--- config.mk ---
export PLATFORM = sky130hd
export DESIGN_NAME = seq_sched_flat
export DESIGN_NICKNAME = d
export VERILOG_FILES = /design/src/rtl/seq_sched_if.sv /design/src/rtl/seq_sched.sv /design/src/flat_wrapper.sv
export SDC_FILE = /design/constraint.sdc
export NUM_CORES = 1
export LEC_CHECK = 0
export CAP_MARGIN = 40
export CELL_PAD_IN_SITES_DETAIL_PLACEMENT = 0
export CELL_PAD_IN_SITES_GLOBAL_PLACEMENT = 2
export CORE_AREA = 5 5 95 97
export CTS_BUF_LIST = sky130_fd_sc_hd__clkbuf_8
export DETAILED_ROUTE_END_ITERATION = 10
export DIE_AREA = 0 0 100 102
export HOLD_SLACK_MARGIN = 0.15
export MAX_ROUTING_LAYER = met4
export PLACE_DENSITY_LB_ADDON = 0.1
export SLEW_MARGIN = 15
export SYNTH_ARGS = -nofsm -noshare
export SYNTH_HDL_FRONTEND = slang
export SYNTH_SLANG_ARGS = --single-unit
--- constraint.sdc ---
create_clock -name clk -period 2.7 [get_ports clk]
set_clock_uncertainty 0.05 [all_clocks]
set_input_delay 0.27 -clock clk [delete_from_list [all_inputs] [get_ports clk]]
set_output_delay 0.27 -clock clk [all_outputs]
set_load 0.01 [all_outputs]
--- src/rtl/seq_sched_if.sv ---
// Purpose: request/stream bundle between seq_sched and its requesters/consumer.
// Ports (master = scheduler side):
//   req       requester level requests          (scheduler input)
//   len       packed per-requester burst length (scheduler input)
//   seq_ready consumer ready                    (scheduler input)
//   grant     one-hot stream owner              (scheduler output)
//   busy      burst in progress                 (scheduler output)
//   seq_valid / seq_data / seq_last  stream beat (scheduler output)
//   done / done_id  end-of-burst pulse + owner  (scheduler output)
interface seq_sched_if #(
  parameter int unsigned NUM_REQ = 4,
  parameter int unsigned CNT_W   = 8,
  parameter int unsigned ID_W    = 2
);
  logic [NUM_REQ-1:0]       req;
  logic [NUM_REQ*CNT_W-1:0] len;
  logic [NUM_REQ-1:0]       grant;
  logic                     busy;
  logic                     seq_valid;
  logic                     seq_ready;
  logic [2:0]               seq_data;
  logic                     seq_last;
  logic                     done;
  logic [ID_W-1:0]          done_id;

  modport master (
    input  req, len, seq_ready,
    output grant, busy, seq_valid, seq_data, seq_last, done, done_id
  );

  modport slave (
    output req, len, seq_ready,
    input  grant, busy, seq_valid, seq_data, seq_last, done, done_id
  );
endinterface

--- src/rtl/seq_sched.sv ---
// Purpose: round-robin scheduler granting bursts of a 4-step sequence
//   (000 -> 010 -> 011 -> 101 -> wrap) to NUM_REQ requesters.
// Ports:
//   clk  rising-edge clock
//   rst  synchronous active-low reset
//   bus  seq_sched_if master modport (requests, lengths, stream, done)
module seq_sched #(
  parameter int unsigned NUM_REQ = 4,
  parameter int unsigned CNT_W   = 8,
  parameter int unsigned ID_W    = 2,
  parameter bit          RESTART = 1'b0
) (
  input  logic         clk,
  input  logic         rst,
  seq_sched_if.master  bus
);

  typedef enum logic {IDLE = 1'b0, BURST = 1'b1} state_e;

  state_e             state_q, state_d;
  logic [NUM_REQ-1:0] grant_q, grant_d;
  logic [CNT_W-1:0]   rem_q, rem_d;
  logic [1:0]         step_q, step_d;
  logic [ID_W-1:0]    rr_q, rr_d;
  logic [ID_W-1:0]    owner_q, owner_d;
  logic [ID_W-1:0]    done_id_q, done_id_d;
  logic               valid_q, valid_d;
  logic               last_q, last_d;
  logic               done_q, done_d;
  logic [2:0]         data_q, data_d;

  logic [NUM_REQ-1:0] elig_c;
  logic               hi_found_c, lo_found_c, found_c;
  logic [ID_W-1:0]    hi_win_c, lo_win_c, win_c;
  logic [CNT_W-1:0]   hi_len_c, lo_len_c, win_len_c;

  // Sequence value for a step pointer.
  function automatic logic [2:0] step_val(input logic [1:0] s);
    logic [2:0] v;
    case (s)
      2'd0:    v = 3'b000;
      2'd1:    v = 3'b010;
      2'd2:    v = 3'b011;
      default: v = 3'b101;
    endcase
    return v;
  endfunction

  // Round-robin pick: lowest eligible index at/above rr_q, else lowest overall.
  // Descending scan so the final assignment holds the smallest index.
  always_comb begin
    elig_c     = '0;
    hi_found_c = 1'b0;
    lo_found_c = 1'b0;
    hi_win_c   = '0;
    lo_win_c   = '0;
    hi_len_c   = '0;
    lo_len_c   = '0;
    for (int i = NUM_REQ - 1; i >= 0; i--) begin
      elig_c[i] = bus.req[i] & (|bus.len[i*CNT_W +: CNT_W]);
      if (elig_c[i]) begin
        if (ID_W'(i) >= rr_q) begin
          hi_found_c = 1'b1;
          hi_win_c   = ID_W'(i);
          hi_len_c   = bus.len[i*CNT_W +: CNT_W];
        end
        lo_found_c = 1'b1;
        lo_win_c   = ID_W'(i);
        lo_len_c   = bus.len[i*CNT_W +: CNT_W];
      end
    end
    found_c   = hi_found_c | lo_found_c;
    win_c     = hi_found_c ? hi_win_c : lo_win_c;
    win_len_c = hi_found_c ? hi_len_c : lo_len_c;
  end

  // Next-state and registered-output logic.
  always_comb begin
    state_d   = state_q;
    grant_d   = grant_q;
    rem_d     = rem_q;
    step_d    = step_q;
    rr_d      = rr_q;
    owner_d   = owner_q;
    valid_d   = valid_q;
    last_d    = last_q;
    data_d    = data_q;
    done_d    = 1'b0;
    done_id_d = done_id_q;
    unique case (state_q)
      IDLE: begin
        if (found_c) begin
          state_d = BURST;
          grant_d = NUM_REQ'(1) << win_c;
          rem_d   = win_len_c;
          owner_d = win_c;
          rr_d    = (win_c == ID_W'(NUM_REQ - 1)) ? '0 : win_c + ID_W'(1);
          if (RESTART) step_d = 2'd0;
          valid_d = 1'b1;
          data_d  = step_val(step_d);
          last_d  = (win_len_c == CNT_W'(1));
        end
      end
      BURST: begin
        if (valid_q && bus.seq_ready) begin
          if (rem_q != '0) rem_d = rem_q - CNT_W'(1);
          step_d = step_q + 2'd1;
          if (last_q) begin
            state_d   = IDLE;
            grant_d   = '0;
            valid_d   = 1'b0;
            last_d    = 1'b0;
            data_d    = 3'b000;
            done_d    = 1'b1;
            done_id_d = owner_q;
          end else begin
            data_d = step_val(step_d);
            last_d = (rem_d == CNT_W'(1));
          end
        end
      end
      default: state_d = IDLE;
    endcase
  end

  // State register; reset also aborts any burst without a done pulse.
  always_ff @(posedge clk) begin
    if (!rst) begin
      state_q   <= IDLE;
      grant_q   <= '0;
      rem_q     <= '0;
      step_q    <= 2'd0;
      rr_q      <= '0;
      owner_q   <= '0;
      valid_q   <= 1'b0;
      last_q    <= 1'b0;
      data_q    <= 3'b000;
      done_q    <= 1'b0;
      done_id_q <= '0;
    end else begin
      state_q   <= state_d;
      grant_q   <= grant_d;
      rem_q     <= rem_d;
      step_q    <= step_d;
      rr_q      <= rr_d;
      owner_q   <= owner_d;
      valid_q   <= valid_d;
      last_q    <= last_d;
      data_q    <= data_d;
      done_q    <= done_d;
      done_id_q <= done_id_d;
    end
  end

  assign bus.grant     = grant_q;
  assign bus.busy      = valid_q;
  assign bus.seq_valid = valid_q;
  assign bus.seq_data  = data_q;
  assign bus.seq_last  = last_q;
  assign bus.done      = done_q;
  assign bus.done_id   = done_id_q;

endmodule

--- src/flat_wrapper.sv ---
// flat-port wrapper written by rule: the top's interface ports become plain ports
module seq_sched_flat 
#(
  parameter int unsigned NUM_REQ = 4,
  parameter int unsigned CNT_W   = 8,
  parameter int unsigned ID_W    = 2,
  parameter bit          RESTART = 1'b0
)
  (clk, rst, bus_req, bus_len, bus_seq_ready, bus_grant, bus_busy, bus_seq_valid, bus_seq_data, bus_seq_last, bus_done, bus_done_id);
  seq_sched_if #(.NUM_REQ(NUM_REQ), .CNT_W(CNT_W), .ID_W(ID_W)) bus_i ();
  input  logic clk;
  input  logic rst;
  input wire logic [$bits(bus_i.req)-1:0] bus_req;
  input wire logic [$bits(bus_i.len)-1:0] bus_len;
  input wire logic [$bits(bus_i.seq_ready)-1:0] bus_seq_ready;
  output wire logic [$bits(bus_i.grant)-1:0] bus_grant;
  output wire logic [$bits(bus_i.busy)-1:0] bus_busy;
  output wire logic [$bits(bus_i.seq_valid)-1:0] bus_seq_valid;
  output wire logic [$bits(bus_i.seq_data)-1:0] bus_seq_data;
  output wire logic [$bits(bus_i.seq_last)-1:0] bus_seq_last;
  output wire logic [$bits(bus_i.done)-1:0] bus_done;
  output wire logic [$bits(bus_i.done_id)-1:0] bus_done_id;
  assign bus_i.req = bus_req;
  assign bus_i.len = bus_len;
  assign bus_i.seq_ready = bus_seq_ready;
  assign bus_grant = bus_i.grant;
  assign bus_busy = bus_i.busy;
  assign bus_seq_valid = bus_i.seq_valid;
  assign bus_seq_data = bus_i.seq_data;
  assign bus_seq_last = bus_i.seq_last;
  assign bus_done = bus_i.done;
  assign bus_done_id = bus_i.done_id;
  seq_sched #(.NUM_REQ(NUM_REQ), .CNT_W(CNT_W), .ID_W(ID_W), .RESTART(RESTART)) u_core (.clk(clk), .rst(rst), .bus(bus_i));
endmodule
# Word-level counts from Yosys, hierarchy flattened
# Cells that the tools add are included.
[classes]
shifts = 1
magnitude_cmp = 4
n_mul = 0
add_sub_neg = 3
bitwise_logic = 6
eq_ne = 10
reduce_logical = 14
mux = 68
div = 0
[op_table]
columns = ["cell", "count"]
rows = [
  ["two-way mux 8 bit", 18],
  ["OR reduction 8 bit", 4],
  ["two-way mux 2 bit", 14],
  ["two-way mux 1 bit", 22],
  ["one-hot mux 3 bit (3 select lines)", 2],
  ["== test 8 x 1 -> 1 bit, second input constant", 2],
  ["one-hot mux 8 bit (2 select lines)", 1],
  ["two-way mux 4 bit", 3],
  ["two-way mux 3 bit", 3],
  ["AND reduction 3 bit", 3],
  ["one-hot mux 4 bit (2 select lines)", 1],
  ["nonzero test 8 bit", 1],
  ["subtractor 8 x 1 -> 8 bit, second input constant", 1],
  ["== test 2 bit, second input constant", 3],
  ["one-hot mux 1 bit (2 select lines)", 3],
  ["one-hot mux 3 bit (2 select lines)", 1],
  ["AND reduction 2 bit", 3],
  ["adder 2 x 1 -> 2 bit, second input constant", 2],
  ["bitwise AND 1 bit", 4],
  ["== test 2 x 1 -> 1 bit, second input constant", 2],
  [">= comparator 1 x 2 -> 1 bit, first input constant", 2],
  [">= comparator 2 bit, first input constant", 2],
  ["zero test 2 bit", 2],
  ["inequality test 2 bit, second input constant", 2],
  ["5 further kinds", 5],
]
[word_totals]
ramBits = 0
output_inout_bits = 13
reg_bits = 27
romBits = 0
word_cells = 117
mem_count = 0
inputBits = 39
latchBits = 0

# Logic depth before layout (Yosys ltp)
[depth]
depth_word = 13
depth_mapped = 12
ltp_nobuf = 10

# Least setup slack after synthesis
# Ideal clock, no wire load.
[synth_timing]
path_type = "input to register"
startpoint = "in bus_len[5]"
endpoint = "reg u_core.grant_q[0] (netlist: u_core.bus.grant[0])"
path_slack_ns = 0.226
arrival_ns = 2.305
setup_ns = 0.118
t_required_ns = 2.532
path_stages = 10
n_path_buf = 0
cell_sequence = "or4_1 o21ai_1 nor2_1 a21oi_1 nor2_1 a221oi_1 inv_1 ha_1 a22oi_1 nor2b_1"
[synth_between]
elab_chain_cells = 7
elab_cells_between_ends = 13
classes_between = "eq/ne: 1; shift: 1; mux: 7; bitwise: 2; reduce/logical: 2"
[synth_lines]
columns = ["item", "line", "text"]
rows = [
  ["from (decl)", "flat_wrapper.sv:14", "input wire logic [$bits(bus_i.len)-1:0] bus_len;"],
  ["OR reduction 8 bit *", "seq_sched.sv:60", "elig_c[i] = bus.req[i] & (|bus.len[i*CNT_W +: CNT_W]);"],
  ["bitwise AND 1 bit *", "seq_sched.sv:60", ""],
  ["two-way mux 2 bit / two-way mux 1 bit (equally long branches)", "seq_sched.sv:61", "if (elig_c[i]) begin"],
  ["two-way mux 2 bit *", "seq_sched.sv:73", "win_c = hi_found_c ? hi_win_c : lo_win_c;"],
  ["net u_core.win_c[0]", "seq_sched.sv:34", "logic [ID_W-1:0] hi_win_c, lo_win_c, win_c;"],
  ["<< shifter 1 x 2 -> 4 bit *", "seq_sched.sv:94", "grant_d = NUM_REQ'(1) << win_c;"],
  ["two-way mux 4 bit *", "seq_sched.sv:92", "if (found_c) begin"],
  ["one-hot mux 4 bit (2 select lines) *", "seq_sched.sv:90", "unique case (state_q)"],
  ["to (signal assigned)", "seq_sched.sv:142", "grant_q <= grant_d;"],
  ["to (decl)", "seq_sched.sv:21", "logic [NUM_REQ-1:0] grant_q, grant_d;"],
]
# Mark *: on every way through the listed nets, which the timed path passes. The rest lies on a longest branch. The select of a mux whose other input is x is not followed.
# A chain may end at the register's enable or synchronous reset.

# Worst setup path in the final report
[layout_timing]
startpoint = "in bus_len[3]"
endpoint = "reg u_core.last_q (netlist: u_core.bus.seq_last)"
[layout_between]
elab_chain_cells = 7
elab_cells_between_ends = 14
classes_between = "eq/ne: 2; mux: 8; bitwise: 2; reduce/logical: 2"
[layout_lines]
columns = ["item", "line", "text"]
rows = [
  ["OR reduction 8 bit", "seq_sched.sv:60", ""],
  ["bitwise AND 1 bit", "seq_sched.sv:60", ""],
  ["two-way mux 8 bit / two-way mux 1 bit (equally long branches)", "seq_sched.sv:61", ""],
  ["two-way mux 8 bit", "seq_sched.sv:74", "win_len_c = hi_found_c ? hi_len_c : lo_len_c;"],
  ["== test 8 x 1 -> 1 bit", "seq_sched.sv:101", "last_d = (win_len_c == CNT_W'(1));"],
  ["two-way mux 1 bit", "seq_sched.sv:92", ""],
  ["one-hot mux 1 bit (2 select lines)", "seq_sched.sv:90", ""],
  ["to (signal assigned)", "seq_sched.sv:148", "last_q <= last_d;"],
  ["to (decl)", "seq_sched.sv:28", "logic last_q, last_d;"],
]
# Several ways; a longest one is shown, not always the timed one. The select of a mux whose other input is x is not followed.

==> results by group <==
Finish
  – Storage cell area: 541 um2
  – Ratio of cells with drive above 1 in the final layout: 28.6%
  – Post-Layout Cell Count: 531
  – Area grow syn2layout: 62.1%
  – # diodes: 0
  – Net count, final: 476
  – Cell area after layout: 3650 um2
  – Fin util: 45.3%
  – Multi-input gate area: 1700 um2
  – Filler cell count: 829

Die
  – Die area: 10200 um2
  – Die Width: 100 um
  – Die Height: 102 um
  – Placeable Area: 8050 um2
  – IO Count: 52
  – Initial Utilization: 27.9%
  – Num rows: 33

Detailed routing
  – Vias per cell: 5.09
  – WL/cell: 15.1 um
  – Total number of vias: 2703
  – Post-route DRC: 0
  – Initial DRC Count: 76
  – TritonRoute pass-1 iters: 4
  – WL final: 8000 um
  – DRT antenna net count: 0

Place
  – Port-buffer cells: 51
  – Area post-placement: 3430 um2
  – Gp weighted congestion: 0.890
  – Placed Instances: 521
  – Setup slack after placement: -339 ps
  – HPWL Detailed: 6680 um

Worst hold path
  – Worst hold path type: flop to flop

Synthesis
  – Top FF cell, synth: dfxtp_1
  – #FFs+latches synth: 27
  – Top-area cell type share of the netlist area: 24.0%
  – Yosys warns: 0
  – Post-synth net total: 348
  – Mapped cell area: 2250 um2
  – Avg Cell Area, Syn: 7.52 um2
  – Yosys cell types: 59
  – Biggest area consumer among synthesized cells: dfxtp_1
  – Syn Inst Count: 299
  – Post-synth top cells: nand2_1, dfxtp_1, nor2_1
  – Most common cell in the synthesized netlist: nand2_1
  – Sequential-to-total area share from yosys stat: 24.0%
  – Post-synth EDFFs: 0
  – Async SR Flop Fraction: 0%
  – Top cells by area, synth: dfxtp_1, nand2_1, ha_1

Run status
  – Status: finished clean

Clock network
  – Reg clk slew, reported paths: 110 ps
  – Cts bufs inserted: 3
  – CTS tree: built
  – Clock insertion delay at the later pin of the skew report: 280 ps
  – CTS root buf: clkbuf_8
  – CTS Sinks: 27
  – Hold_buf cts: 0
  – H-tree Lvls: 1
  – Clock buffer depth: 2

Power and ir drop
  – Flop pwr share: 34.2%
  – Sw power: 0.491 mW
  – Clock share of power: 18.0%
  – Total power: 1.38 mW
  – Combinational share of power: 47.9%
  – Sw frac: 35.6%
  – Internal power: 0.889 mW
  – Peak supply drop: 150 uV
  – Pwr Density: 378 nW/um2
  – Static Leak: 1.55 nW

Worst setup path
  – Slowest cell on crit path: or4_4
  – CP Data Arrival Time: 2800 ps
  – Crit-path max cell delay: 570 ps
  – Crit. End Element: flop
  – Critical path cell sequence: clkdlybuf4s50_1 -> or4_4 -> o21ai_1 -> nand3_1 -> o211ai_1 -> or4b_4 -> o31ai_2
  – Critical-path maximum fanout: 5
  – CP Class: primary input to flop
  – Startpoint types: primary input
  – CP required: 2850 ps

Timing
  – Crit path time final: 2640 ps
  – Fmax: 378 MHz
  – Period utilisation layout: 97.9%
  – Worst slew pin tran: 564 ps
  – Final setup vio count: 0
  – Worst hold margin: 419 ps
  – Slew HR: 61.9%
  – Final Hold Viols: 0
  – Final Worst Setup Slack: 56.1 ps
  – Sum Neg Setup Slack: 0 ps
  – Final slew viol count: 0

GRT
  – Initial antenna violation count: 0
  – First-pass GRT wire length: 13200 um
  – GRT overflow: 0
  – Largest net degree at the start of global routing: 28
  – GR Util All Layers: 16.4%
  – Vias in the first global route: 2704

Run
  – MaxCap Viol Count: 0
==> layout make-up <==
type / count / share of cell area [%]
inverters: 8 / 0.824
well taps: 105 / 3.60
flip-flops and latches: 27 / 14.8
clock buffers: 3 / 1.13
repair buffers: 139 / 32.7
clock inverters: 1 / 0.206
multi-input cells: 248 / 46.7
==> layer usage <==
layer	up-vias	GRT usage, %	wire length [um]
li1	1380	-	-
met1	1261	20.5	3750
met2	52	28.0	3960
met3	10	1.23	145
met4	0	5.91	141
met5	-	-	0
==> kinds of logic after synthesis <==
| logic type | after synthesis | synth area share (%) |
|---|---|---|
| compound gates | 112 | 35.8 |
| xor+xnor | 5 | 1.95 |
| fa+ha+maj | 10 | 5.56 |
| buf+inv | 24 | 4.78 |
| flops | 27 | 24.0 |
| mux | 2 | 0.945 |
| simple gates | 119 | 27.0 |
==> what timing repair did <==
action / in CTS / in global routing
gates resized for setup: 5 / 27
setup buffers: 3 / 3
setup endpoints to repair: 2 / 12
pin swaps: 5 / 11
==> cells in the final DEF, fill, tap and decap left out, types with 3 or more instances in the layout <==
| master | n |
|---|---|
| o211ai_1 | 5 |
| nand3_1 | 8 |
| a21boi_0 | 12 |
| dfxtp_1 | 27 |
| a221o_1 | 4 |
| dlymetal6s2s_1 | 7 |
| o21ai_0 | 21 |
| buf_4 | 86 |
| o21ai_1 | 3 |
| a221oi_1 | 3 |
| and3_1 | 3 |
| or4_1 | 3 |
| nor4_1 | 3 |
| inv_1 | 7 |
| o221ai_1 | 3 |
| ha_1 | 10 |
| xnor2_1 | 3 |
| o21ai_4 | 3 |
| nand2_1 | 39 |
| a32oi_1 | 3 |
| o21a_1 | 5 |
| nor2_1 | 27 |
| and2_1 | 4 |
| clkbuf_8 | 3 |
| o211a_1 | 3 |
| nor2b_1 | 5 |
| clkdlybuf4s50_1 | 42 |
| nor3_1 | 3 |
| a22oi_1 | 5 |
| a21oi_1 | 15 |
| o22ai_1 | 3 |
| or4_4 | 6 |
==> sequential cells by signal, indices dropped and copies added, names as in the netlist, 2 cells and up <==
| register | count |
|---|---|
| u_core.bus.done_id | 2 |
| u_core.step_q | 2 |
| u_core.owner_q | 2 |
| u_core.bus.grant | 4 |
| u_core.bus.seq_data | 3 |
| u_core.rr_q | 2 |
| u_core.rem_q | 8 |
==> critical path: cells and delay by family <==
| kind | cells | cell delay, ps |
|---|---|---|
| AND/OR/NAND/NOR | 3 | 1260 |
| AO/OA/AOI/OAI | 3 | 820 |
| buffers and inverters | 1 | 450 |
==> power groups by stage <==
| stage | registers (mW) | clock network (mW) | logic, mW |
|---|---|---|---|
| final | 0.472 | 0.248 | 0.661 |
| after global routing | 0.478 | 0.276 | 0.730 |
| after CTS | 0.470 | 0.260 | 0.635 |
| after detailed placement | 0.480 | 0 | 0.624 |
| after global placement | 0.480 | 0 | 0.628 |
| after floorplan | 0.470 | 0 | 0.323 |
==> final timing paths <==
kind              slack, ps                          startpoint                                  to  cells after the start
hold / removal          420  u_core.bus.done_id[1]$_SDFFE_PN0P_  u_core.bus.done_id[1]$_SDFFE_PN0P_                      2
hold reg to reg         420  u_core.bus.done_id[1]$_SDFFE_PN0P_  u_core.bus.done_id[1]$_SDFFE_PN0P_                      2
setup / recovery         60                          bus_len[3]    u_core.bus.seq_last$_SDFFE_PN0P_                      7
setup reg to reg        240         u_core.rr_q[1]$_SDFFE_PN0P_    u_core.bus.seq_last$_SDFFE_PN0P_                      8
Note: power is estimated with default switching activity, not from simulation.
